===== config.mk =====
export PLATFORM = sky130hd
export DESIGN_NAME = mix_columns_seq
export DESIGN_NICKNAME = d
export VERILOG_FILES = /design/src/rtl/aes_pkg.sv /design/src/rtl/gf_mix_col.sv /design/src/rtl/mix_columns_seq.sv
export SDC_FILE = /design/constraint.sdc
export NUM_CORES = 1
export LEC_CHECK = 0
export CORE_ASPECT_RATIO = 1.2
export CORE_MARGIN = 8
export CORE_UTILIZATION = 51
export DETAILED_ROUTE_END_ITERATION = 16
export GPL_TIMING_DRIVEN = 0
export PLACE_DENSITY = 0.9
export SKIP_LAST_GASP = 1
export SLEW_MARGIN = 20
export SYNTH_ARGS = -nofsm -noshare
export SYNTH_HDL_FRONTEND = slang
export SYNTH_SLANG_ARGS = --single-unit

===== constraint.sdc =====
create_clock -name clk -period 3.38 [get_ports clk]
set_input_delay 0.676 -clock clk [delete_from_list [all_inputs] [get_ports clk]]
set_output_delay 0.676 -clock clk [all_outputs]
set_load 0.02 [all_outputs]

===== src/rtl/aes_pkg.sv =====
// Shared AES MixColumns definitions: widths, FSM encoding, GF(2^8) helpers
// and the forward/inverse circulant coefficients.
package aes_pkg;

  localparam int STATE_W = 128;
  localparam int COL_W   = 32;

  typedef enum logic [1:0] {
    IDLE = 2'd0,
    RUN  = 2'd1,
    DONE = 2'd2
  } state_e;

  // Byte j is the coefficient applied to the byte j positions to the right of
  // the output row (circulant row 0 read left to right).
  localparam logic [COL_W-1:0] FWD_COEF = 32'h01_01_03_02;
  localparam logic [COL_W-1:0] INV_COEF = 32'h09_0D_0B_0E;

  function automatic logic [7:0] xtime(input logic [7:0] b);
    return {b[6:0], 1'b0} ^ (b[7] ? 8'h1B : 8'h00);
  endfunction

  function automatic logic [7:0] gf_mul(input logic [7:0] a, input logic [7:0] coef);
    logic [7:0] acc;
    logic [7:0] pow;
    acc = 8'h00;
    pow = a;
    for (int i = 0; i < 8; i++) begin
      if (coef[i]) acc = acc ^ pow;
      pow = xtime(pow);
    end
    return acc;
  endfunction

endpackage


===== src/rtl/gf_mix_col.sv =====
// Combinational (Inv)MixColumns of one 32-bit column; row r sits in bits [8r+7:8r].
module gf_mix_col
  import aes_pkg::*;
(
  input  logic [COL_W-1:0] col_i,
  input  logic             inverse_i,
  output logic [COL_W-1:0] col_o
);

  logic [COL_W-1:0] coef;

  always_comb begin
    coef  = inverse_i ? INV_COEF : FWD_COEF;
    col_o = '0;
    for (int r = 0; r < 4; r++) begin
      for (int j = 0; j < 4; j++) begin
        col_o[8*r +: 8] = col_o[8*r +: 8] ^ gf_mul(col_i[8*j +: 8], coef[8*((j - r) & 3) +: 8]);
      end
    end
  end

endmodule


===== src/rtl/mix_columns_seq.sv =====
// Sequential AES MixColumns/InvMixColumns: one 128-bit state per transaction,
// COLS_PER_CYCLE columns transformed per RUN cycle.
module mix_columns_seq
  import aes_pkg::*;
#(
  parameter int COLS_PER_CYCLE = 1
) (
  input  logic               clk,
  input  logic               rst,
  input  logic               in_valid,
  output logic               in_ready,
  input  logic [STATE_W-1:0] in_data,
  input  logic               inverse,
  output logic               out_valid,
  input  logic               out_ready,
  output logic [STATE_W-1:0] out_data,
  output logic               busy,
  output state_e             dbg_state_o
);

  localparam int         STEPS    = 4 / COLS_PER_CYCLE;
  localparam logic [1:0] CNT_LAST = 2'(STEPS - 1);

  // Handshakes: a transfer happens on a rising edge where valid && ready; valid,
  // once raised, is held with its data until that edge. in_ready is high only
  // in IDLE and out_valid only in DONE, so input and output never overlap.

  state_e             state_q, state_d;
  logic [1:0]         cnt_q, cnt_d;
  logic [STATE_W-1:0] src_q, src_d;
  logic [STATE_W-1:0] res_q, res_d;
  logic               inv_q, inv_d;

  logic [1:0]       col_idx [COLS_PER_CYCLE];
  logic [COL_W-1:0] mix_in  [COLS_PER_CYCLE];
  logic [COL_W-1:0] mix_out [COLS_PER_CYCLE];

  for (genvar g = 0; g < COLS_PER_CYCLE; g++) begin : g_col
    assign col_idx[g] = 2'(int'(cnt_q) * COLS_PER_CYCLE + g);
    assign mix_in[g]  = src_q[COL_W*col_idx[g] +: COL_W];

    gf_mix_col u_mix (
      .col_i     (mix_in[g]),
      .inverse_i (inv_q),
      .col_o     (mix_out[g])
    );
  end

  always_comb begin
    state_d = state_q;
    cnt_d   = cnt_q;
    src_d   = src_q;
    inv_d   = inv_q;
    res_d   = res_q;
    case (state_q)
      IDLE: begin
        if (in_valid) begin
          src_d   = in_data;
          inv_d   = inverse;
          cnt_d   = 2'd0;
          state_d = RUN;
        end
      end
      RUN: begin
        for (int g = 0; g < COLS_PER_CYCLE; g++) begin
          res_d[COL_W*col_idx[g] +: COL_W] = mix_out[g];
        end
        cnt_d = cnt_q + 2'd1;
        if (cnt_q == CNT_LAST) state_d = DONE;
      end
      DONE: begin
        if (out_ready) state_d = IDLE;
      end
      default: state_d = IDLE;
    endcase
  end

  always_ff @(posedge clk) begin
    if (rst) begin
      state_q <= IDLE;
      cnt_q   <= 2'd0;
      src_q   <= '0;
      res_q   <= '0;
      inv_q   <= 1'b0;
    end else begin
      state_q <= state_d;
      cnt_q   <= cnt_d;
      src_q   <= src_d;
      res_q   <= res_d;
      inv_q   <= inv_d;
    end
  end

  assign in_ready    = (state_q == IDLE);
  assign out_valid   = (state_q == DONE);
  assign busy        = (state_q != IDLE);
  assign out_data    = res_q;
  assign dbg_state_o = state_q;

endmodule


## After elaboration in Yosys (flattened, before gate mapping)

Index checks and enable logic that the tools add are counted.

| word-level totals | value |
|---|---|
| register bits | 261 |
| input port bits | 133 |
| bits in latches | 0 |
| logic and storage cells | 338 |
| memories | 0 |
| ROM bits | 0 |
| memory bits (writable) | 0 |

| cells by class | value |
|---|---|
| divide/modulo/power cells | 0 |
| multipliers | 0 |
| bitwise gates (word level) | 152 |
| equality and inequality tests | 6 |
| order comparisons | 0 |
| mux-type cells | 164 |
| reductions and logical operators | 6 |
| add/subtract/negate cells | 2 |
| shift-type cells | 3 |

Operators by type and width:

| operator | count |
|---|---|
| XOR 8 bit | 151 |
| 2-to-1 mux 8 bit | 128 |
| 2-to-1 mux 5 bit | 28 |
| bitwise mux 128 bit | 1 |
| variable shift 32 x 34 -> 128 bit (first input constant) | 1 |
| variable part select 128 x 8 -> 32 bit | 1 |
| variable part select 32 x 34 -> 128 bit | 1 |
| negation 7 -> 34 bit | 1 |
| 2-to-1 mux 28 bit | 1 |
| 2-to-1 mux 2 bit | 4 |
| XOR 8 x 5 -> 8 bit | 1 |
| case mux 2 bit (3 select lines) | 1 |
| equality test 2 bit (second input constant) | 2 |
| inequality test 2 bit (second input constant) | 2 |
| case mux 2 bit (2 select lines) | 1 |
| AND reduction 2 bit | 2 |
| nonzero test 2 bit | 2 |
| AND reduction 3 bit | 1 |
| adder 2 x 1 -> 2 bit (second input constant) | 1 |
| equality test 2 x 1 -> 1 bit (second input constant) | 1 |
| zero test 2 bit | 1 |
| inequality test 2 x 1 -> 1 bit (second input constant) | 1 |

## Logic depth before layout (Yosys ltp)

Gate-level depths: netlist of run 1.

| logic depth | value |
|---|---|
| depth in word-level cells | 22 |
| mapped depth | 12 |

## Modules after synthesis

A second synthesis of run 1 with hierarchy kept.

| unflattened totals | value |
|---|---|
| cells, all modules | 1299 |
| area, all modules | 11778.8 um2 |

By module, submodules not included:

| module | area an instance (um2) | instances | cells each |
|---|---|---|---|
| mix_columns_seq | 9681.8 | 1 | 1065 |
| gf_mix_col | 2097.0 | 1 | 234 |

## Worst setup path before layout of run 1

Ideal clock, no wire load.

| path | value |
|---|---|
| path type | register to register |
| from | reg cnt_q[0] |
| to | reg res_q[22] (netlist: out_data[22]) |
| slack | 0.328 ns |
| stages on the path, launching flop included | 12 |
| buffers on the path | 3 |
| data required time | 3.263 ns |
| clock period less this slack | 3.052 ns |
| data arrival time | 2.935 ns |
| path through | dfxtp_1 > buf_6 > buf_8 > buf_6 > mux4_2 > xor2_1 > xnor3_1 > xnor2_1 > nand2_1 > xor2_1 > xnor2_1 > a22o_1 |

| on the way | value |
|---|---|
| cells in the longest elaborated chain, start to end | 22 |
| elaborated cells on any way between the ends | 313 |

Ends and longest elaborated chain:

| item | line | text |
|---|---|---|
| start, declared | mix_columns_seq.sv:29 | `logic [1:0] cnt_q, cnt_d;` |
| start signal, assigned | mix_columns_seq.sv:87 | `cnt_q <= cnt_d;` |
| variable part select 128 x 8 -> 32 bit | mix_columns_seq.sv:40 | `assign mix_in[g] = src_q[COL_W*col_idx[g] +: COL_W];` |
| 2-to-1 mux 5 bit | aes_pkg.sv:20 | `return {b[6:0], 1'b0} ^ (b[7] ? 8'h1B : 8'h00);` |
| XOR 8 bit | aes_pkg.sv:20 |  |
| XOR 8 bit | aes_pkg.sv:29 | `if (coef[i]) acc = acc ^ pow;` |
| 2-to-1 mux 8 bit | aes_pkg.sv:29 |  |
| XOR 8 bit | aes_pkg.sv:29 |  |
| 2-to-1 mux 8 bit | aes_pkg.sv:29 |  |
| XOR 8 bit | aes_pkg.sv:29 |  |
| (+4 left out) | - |  |
| 2-to-1 mux 8 bit | aes_pkg.sv:29 |  |
| XOR 8 bit | aes_pkg.sv:29 |  |
| 2-to-1 mux 8 bit | aes_pkg.sv:29 |  |
| XOR 8 bit | aes_pkg.sv:29 |  |
| 2-to-1 mux 8 bit | aes_pkg.sv:29 |  |
| XOR 8 bit (3 in series) | gf_mix_col.sv:17 | `col_o[8*r +: 8] = col_o[8*r +: 8] ^ gf_mul(col_i[8*j +: 8], coef[8*((j - r) & 3) +: 8]);` |
| variable part select 32 x 34 -> 128 bit | mix_columns_seq.sv:66 | `res_d[COL_W*col_idx[g] +: COL_W] = mix_out[g];` |
| bitwise mux 128 bit (*) | mix_columns_seq.sv:66 |  |
| end signal, assigned | mix_columns_seq.sv:89 | `res_q <= res_d;` |
| end, declared | mix_columns_seq.sv:31 | `logic [STATE_W-1:0] res_q, res_d;` |

Every way passes the cells marked *; elsewhere a longest branch is shown, timed or not.
A chain may end at the register's enable or synchronous reset.

## Worst setup path after layout of run 1

| path | value |
|---|---|
| from | reg cnt_q[1] |
| to | reg res_q[70] (netlist: out_data[70]) |

The elaborated chain is that of the path after synthesis.

==> results of run 1 <==
==> cell usage after synthesis (4+ instances only) <==
| library cell | count | area [µm²] |
|---|---|---|
| xnor2_1 | 143 | 1252 |
| xnor2_2 | 5 | 81.33 |
| mux2i_1 | 7 | 70.07 |
| xor2_1 | 42 | 367.9 |
| o31ai_1 | 4 | 30.03 |
| dfxtp_1 | 261 | 5225 |
| buf_1 | 8 | 30.03 |
| inv_1 | 5 | 18.77 |
| nand2b_1 | 6 | 37.54 |
| a22oi_1 | 13 | 97.59 |
| mux4_2 | 32 | 720.7 |
| ha_1 | 5 | 62.56 |
| a22o_1 | 68 | 595.6 |
| nor2b_1 | 6 | 37.54 |
| buf_2 | 13 | 65.06 |
| nor2_1 | 17 | 63.81 |
| o21ai_0 | 46 | 230.2 |
| buf_6 | 5 | 56.30 |
| xnor3_1 | 8 | 180.2 |
| nand2_1 | 328 | 1231 |
| a21oi_1 | 136 | 680.7 |
| clkbuf_1 | 66 | 247.7 |
==> worst max-delay path, stage by stage (launching register included) <==
cell and delay, ps:
dfxtp_1 380, clkbuf_4 250, buf_6 200, buf_6 200, mux4_2 460, xnor2_1 270, xnor3_1 480, xnor2_1 170
nand2_1 160, xor2_4 280, xnor2_2 160, a22o_1 230
==> final cells by class <==
type,count,area [µm²],share of cell area [%]
antenna,1,2.502,0.01540
buffer,91,457.9,2.819
clock buffer,34,719.4,4.429
clock inverter,10,83.83,0.5161
inverter,5,18.77,0.1155
multi-input combinational,883,6521,40.14
sequential,261,5226,32.17
tap,279,349.1,2.149
timing repair buffer,290,2865,17.64
==> layer usage <==
layer / up-vias / part of all wire, % / track usage, %
met5: - / 0 / 0
met4: 0 / 5.7 / 15.39
met3: 164 / 8.9 / 5.772
met2: 678 / 51 / 49.88
met1: 5094 / 35 / 29.32
li1: 4796 / - / -
==> cells by family (layout without fill, tap and decap cells) <==
kind of cell | Yosys count | after routing | share of synthesized area (%)
DFF | 261 | 261 | 44.89
other | 0 | 1 | 0
buffers and inverters | 100 | 430 | 3.849
adders and majority gates | 5 | 5 | 0.5375
and+or+nand+nor | 366 | 366 | 12.30
muxes | 39 | 39 | 6.794
xor gates and xnor gates | 204 | 204 | 17.46
AOI/OAI and AO/OA | 269 | 269 | 14.17
==> registers in the layout (all words and copies together), names as in the netlist <==
signal / cells
cnt_q: 2
out_data: 128
inv_q: 1
dbg_state_o: 2
src_q: 128
==> stage by stage <==
stage / worst slack (ps) / std cells / cell area, µm² / power, µW / hold WS, ps
floorplan: 327.8 / 1244 / 11640 / 4810 / 433.1
global placement: -359.3 / 1788 / 14640 / 5460 / 432.6
detailed placement: -589.2 / 1788 / 14640 / 5522 / 442.3
CTS: -46.25 / 1841 / 15940 / 8440 / 453.2
global route: -125.1 / 1854 / 16240 / 8912 / 475.1
finish: -17.61 / 1854 / 16240 / 8663 / 457.9
==> power breakdown <==
part | leakage [µW] | total [µW] | switching (µW) | internal, µW
registers | 0.00212 | 3290 | 79.1 | 3210
clock network | 0.000402 | 2760 | 1190 | 1560
logic | 0.00340 | 2620 | 1440 | 1180
==> worst min-delay path by stage <==
| stage | from | endpoint | slack, ps | cells after the start |
|---|---|---|---|---|
| 4_1_cts | src_q[81] | src_q[81] | 450 | 2 |
| 6_report | src_q[81] | src_q[81] | 460 | 2 |
| 5_1_grt | src_q[80] | src_q[80] | 480 | 2 |
| 3_5_place_dp | out_data[40] | out_data[40] | 440 | 2 |
| 3_3_place_gp | out_data[30] | out_data[30] | 430 | 2 |
| 2_1_floorplan | src_q[64] | src_q[64] | 430 | 2 |
==> what timing repair did <==
item                                    CTS  global route
buffers inserted                         11            14
gates resized for setup                  57            32
pin swaps                                11             9
endpoints found under the setup margin  102           112
hold endpoints to repair                  0             0
==> results.cfg, run 1 <==
[die]
core_um2 = 22450
row_count = 60
die_y_um = 181.5
dieWidth_um = 153.9
die-area_um2 = 27930
start_util_pct = 51.85
num_io_pins = 266

[worst_setup_path]
reg2reg_depth = 11
ff2ff_setup_slack_ps = -20
setup.worst_path.end_class = flip-flop
endpoint = out_data[70]
crit_path_start_kind = flip-flop
rr_endpoint = out_data[70]
timing.rr.start = cnt_q[1]
path_max_fanout = 10
worstSetupStartpoint = cnt_q[1]
critPathRequiredTime_ps = 3790
critical_path_class = flip-flop to flip-flop
cp.arrival_ps = 3810

[timing]
layout_min_cycle_time_ps = 3398
finalHoldViolCount = 0
slew_violations = 0
finalSetupTns_ps = -42.63
worst_slew_pin_slew_ps = 671.9
fmax_mhz = 294.3
setup_slack_ps = -17.61
rsz0062_at_grt = true
finalSetupViolCount = 4
relSlewSlack_pct = 55.21
clock_skew_ps = 9.302
fin_crit_sh_pct = 100.5

[layout]
num-fill-cells = 1501
nNetsFinal = 1694
layout_commonest_cell = nand2_1
synthToLayoutAreaGrowth_pct = 39.57
mostFrequentLayoutCells = 326 x nand2_1, 265 x clkdlybuf4s50_1, 260 x dfxtp_1, 135 x a21oi_1, 110 x xnor2_1
post-route-util_pct = 72.37
drive_above_1_share_pct = 11.82

[clock_tree]
cts_hold_buffers = 0
path_clk_slew_ps = 70
numCtsBuffers = 24
root_buffer = clkbuf_16
clkLatencyLatePin_ps = 520
clock_sinks = 261
clk_path_buf_depth = 3
htreeDepth = 1
cts_tree = done

[hold_path]
hp-class = flip-flop to flip-flop

[logic_synthesis]
syn-num-nets = 1382
async_flop_share_pct = 0
synth.distinct_cells = 36
synth_ff_type = dfxtp_1
syn_area_um2 = 11640
yosysWarnings = 0
synth_cells = 1244
synth_edf_count = 0
synth_seq_cells = 261
ys_seq_area_share_pct = 44.89
synth_area_per_cell_um2 = 9.356

[detailed_routing]
vias = 10732
postRouteAntennaNets = 0
drt_iter0_drc = 900
vias_per_cell = 5.789
drc = 0
wl_per_cell_um = 22.08
drtPass1Iterations = 7
routed_wl_um = 40940

[outcome]
status = finished with violations
violations = negative setup slack

[global_routing]
grt_pass1_vias = 11128
gr-total-overflow = 0
grt_pass1_wl_um = 61300
grt_max_degree = 16
antenna_found_initial = 1
track_usage_pct = 27.54

[power]
power_leakage_uw = 0.005927
power_density_nw_per_um2 = 533.3
ir_drop_v = 0.0004831

[placed_design]
port_buffers = 265
gp_congestion = 0.9035
place_hpwl_um = 29840

[flow_run]
max-cap-violations = 0
(Power assumes the default switching activity.)
==> run 2: changes to the inputs <==
ABC_CLOCK_PERIOD_IN_PS = 3380   (was default)
==> results of run 2 <==
No change in the layout: final DEF, timing and power equal those of run 1.
==> run 3: changes to the inputs <==
CORE_UTILIZATION = 45   (was 51)
PLACE_DENSITY = 0.82   (was 0.9)
==> results.cfg, run 3 (synthesized netlist as in run 1, its figures left out) <==
[clock_tree]
path_clk_slew_ps = 70
clkLatencyLatePin_ps = 540
clock_sinks = 261
cts_tree = done
root_buffer = clkbuf_16
htreeDepth = 1
clk_path_buf_depth = 3
numCtsBuffers = 25

[global_routing]
track_usage_pct = 23.52
grt_max_degree = 16
grt_pass1_wl_um = 58190
antenna_found_initial = 1
gr-total-overflow = 0
grt_pass1_vias = 10422

[layout]
layout_commonest_cell = nand2_1
design_area_um2 = 16190
drive_above_1_share_pct = 10.99
synthToLayoutAreaGrowth_pct = 39.07
nNetsFinal = 1693
post-route-util_pct = 63.56
mostFrequentLayoutCells = 326 x nand2_1, 265 x clkdlybuf4s50_1, 260 x dfxtp_1, 136 x a21oi_1, 117 x xnor2_1

[worst_setup_path]
critPathRequiredTime_ps = 3800
path_max_fanout = 10
cp.arrival_ps = 3810
setup.worst_path.end_class = flip-flop
crit_path_start_kind = flip-flop
critical_path_class = flip-flop to flip-flop

[placed_design]
gp_congestion = 0.8794
dpl_cell_area_um2 = 14700
port_buffers = 265
place_hpwl_um = 29810

[die]
dieWidth_um = 162.8
row_count = 64
core_um2 = 25460
start_util_pct = 45.71
num_io_pins = 266
die_y_um = 192.2
die-area_um2 = 31290

[outcome]
violations = negative setup slack
status = finished with violations

[detailed_routing]
vias_per_cell = 5.392
postRouteAntennaNets = 0
routed_wl_um = 38860
drt_iter0_drc = 751
wl_per_cell_um = 20.40
vias = 10272
drtPass1Iterations = 7
drc = 0

[timing]
setup_slack_ps = -14.88
fmax_mhz = 294.6
finalHoldViolCount = 0
clock_skew_ps = 20.14
fin_crit_sh_pct = 100.4
finalSetupViolCount = 5
worst_slew_pin_slew_ps = 639.9
slew_violations = 0
layout_min_cycle_time_ps = 3395
rsz0062_at_grt = true
relSlewSlack_pct = 57.34

[power]
ir_drop_v = 0.0003414
power_density_nw_per_um2 = 525.2
power_leakage_uw = 0.005879

[flow_run]
max-cap-violations = 0

[hold_path]
hp-class = flip-flop to flip-flop
-- run 3: cell type report --
cell class,instances,area [µm²]
Antenna cell,1,2.502
Inverter,5,18.77
Clock buffer,38,754.5
Buffer,92,459.2
Sequential cell,261,5226
Timing Repair Buffer,287,2835
Fill cell,1992,9279
Multi-Input combinational cell,883,6415
Tap cell,330,412.9
Clock inverter,8,61.31
-- run 3: worst max-delay path, stage by stage, from the launching register on --
cell and delay (ps):
dfxtp_1 370, buf_4 200, buf_6 200, buf_4 250, mux4_2 450, xor2_4 270
xor2_1 320, xnor2_2 180, xnor2_2 240, nand2_1 100, xnor3_2 440, a22o_1 230
-- run 3: routing by layer --
metal | GRT usage, % | vias to the layer above | wire, µm
met5 | 0 | - | 0
met3 | 4.524 | 82 | 3173
li1 | - | 4792 | -
met4 | 8.657 | 0 | 1224
met2 | 43.22 | 491 | 19940
met1 | 26.41 | 4907 | 14520
-- run 3: where the power goes --
part	internal (µW)	switching [µW]
clock network	1550	1200
registers	3210	77.1
logic	1110	1350
-- run 3: final timing paths --
| check | startpoint | end | slack (ps) | depth (start not counted) |
|---|---|---|---|---|
| hold / removal | out_data[8] | out_data[8] | 450 | 2 |
| setup reg to reg | cnt_q[1] | out_data[35] | -10 | 11 |
| setup / recovery | cnt_q[1] | out_data[35] | -10 | 11 |
| hold reg to reg | out_data[8] | out_data[8] | 450 | 2 |
-- run 3: what timing repair did --
action                                  CTS  global route
buffers inserted                          6            15
hold buffers                              0             0
endpoints found under the setup margin   98           106
pin swaps                                 4             9
endpoints found under the hold margin     0             0
resized for setup                        46            27
cloned                                    0             1
-- run 3: metrics by stage --
| stage | hold slack [ps] | setup TNS [ps] | worst slack, ps | cells | total power, µW |
|---|---|---|---|---|---|
| floorplan | 433.1 | 0 | 327.8 | 1244 | 4810 |
| global placement | 432.6 | -21160 | -435.0 | 1839 | 5473 |
| detailed placement | 443.5 | -28930 | -536.4 | 1839 | 5522 |
| CTS | 452.3 | -573.2 | -95.61 | 1889 | 8357 |
| global route | 464.1 | -622.0 | -94.71 | 1905 | 8786 |
| finish | 452.0 | -41.91 | -14.88 | 1905 | 8500 |
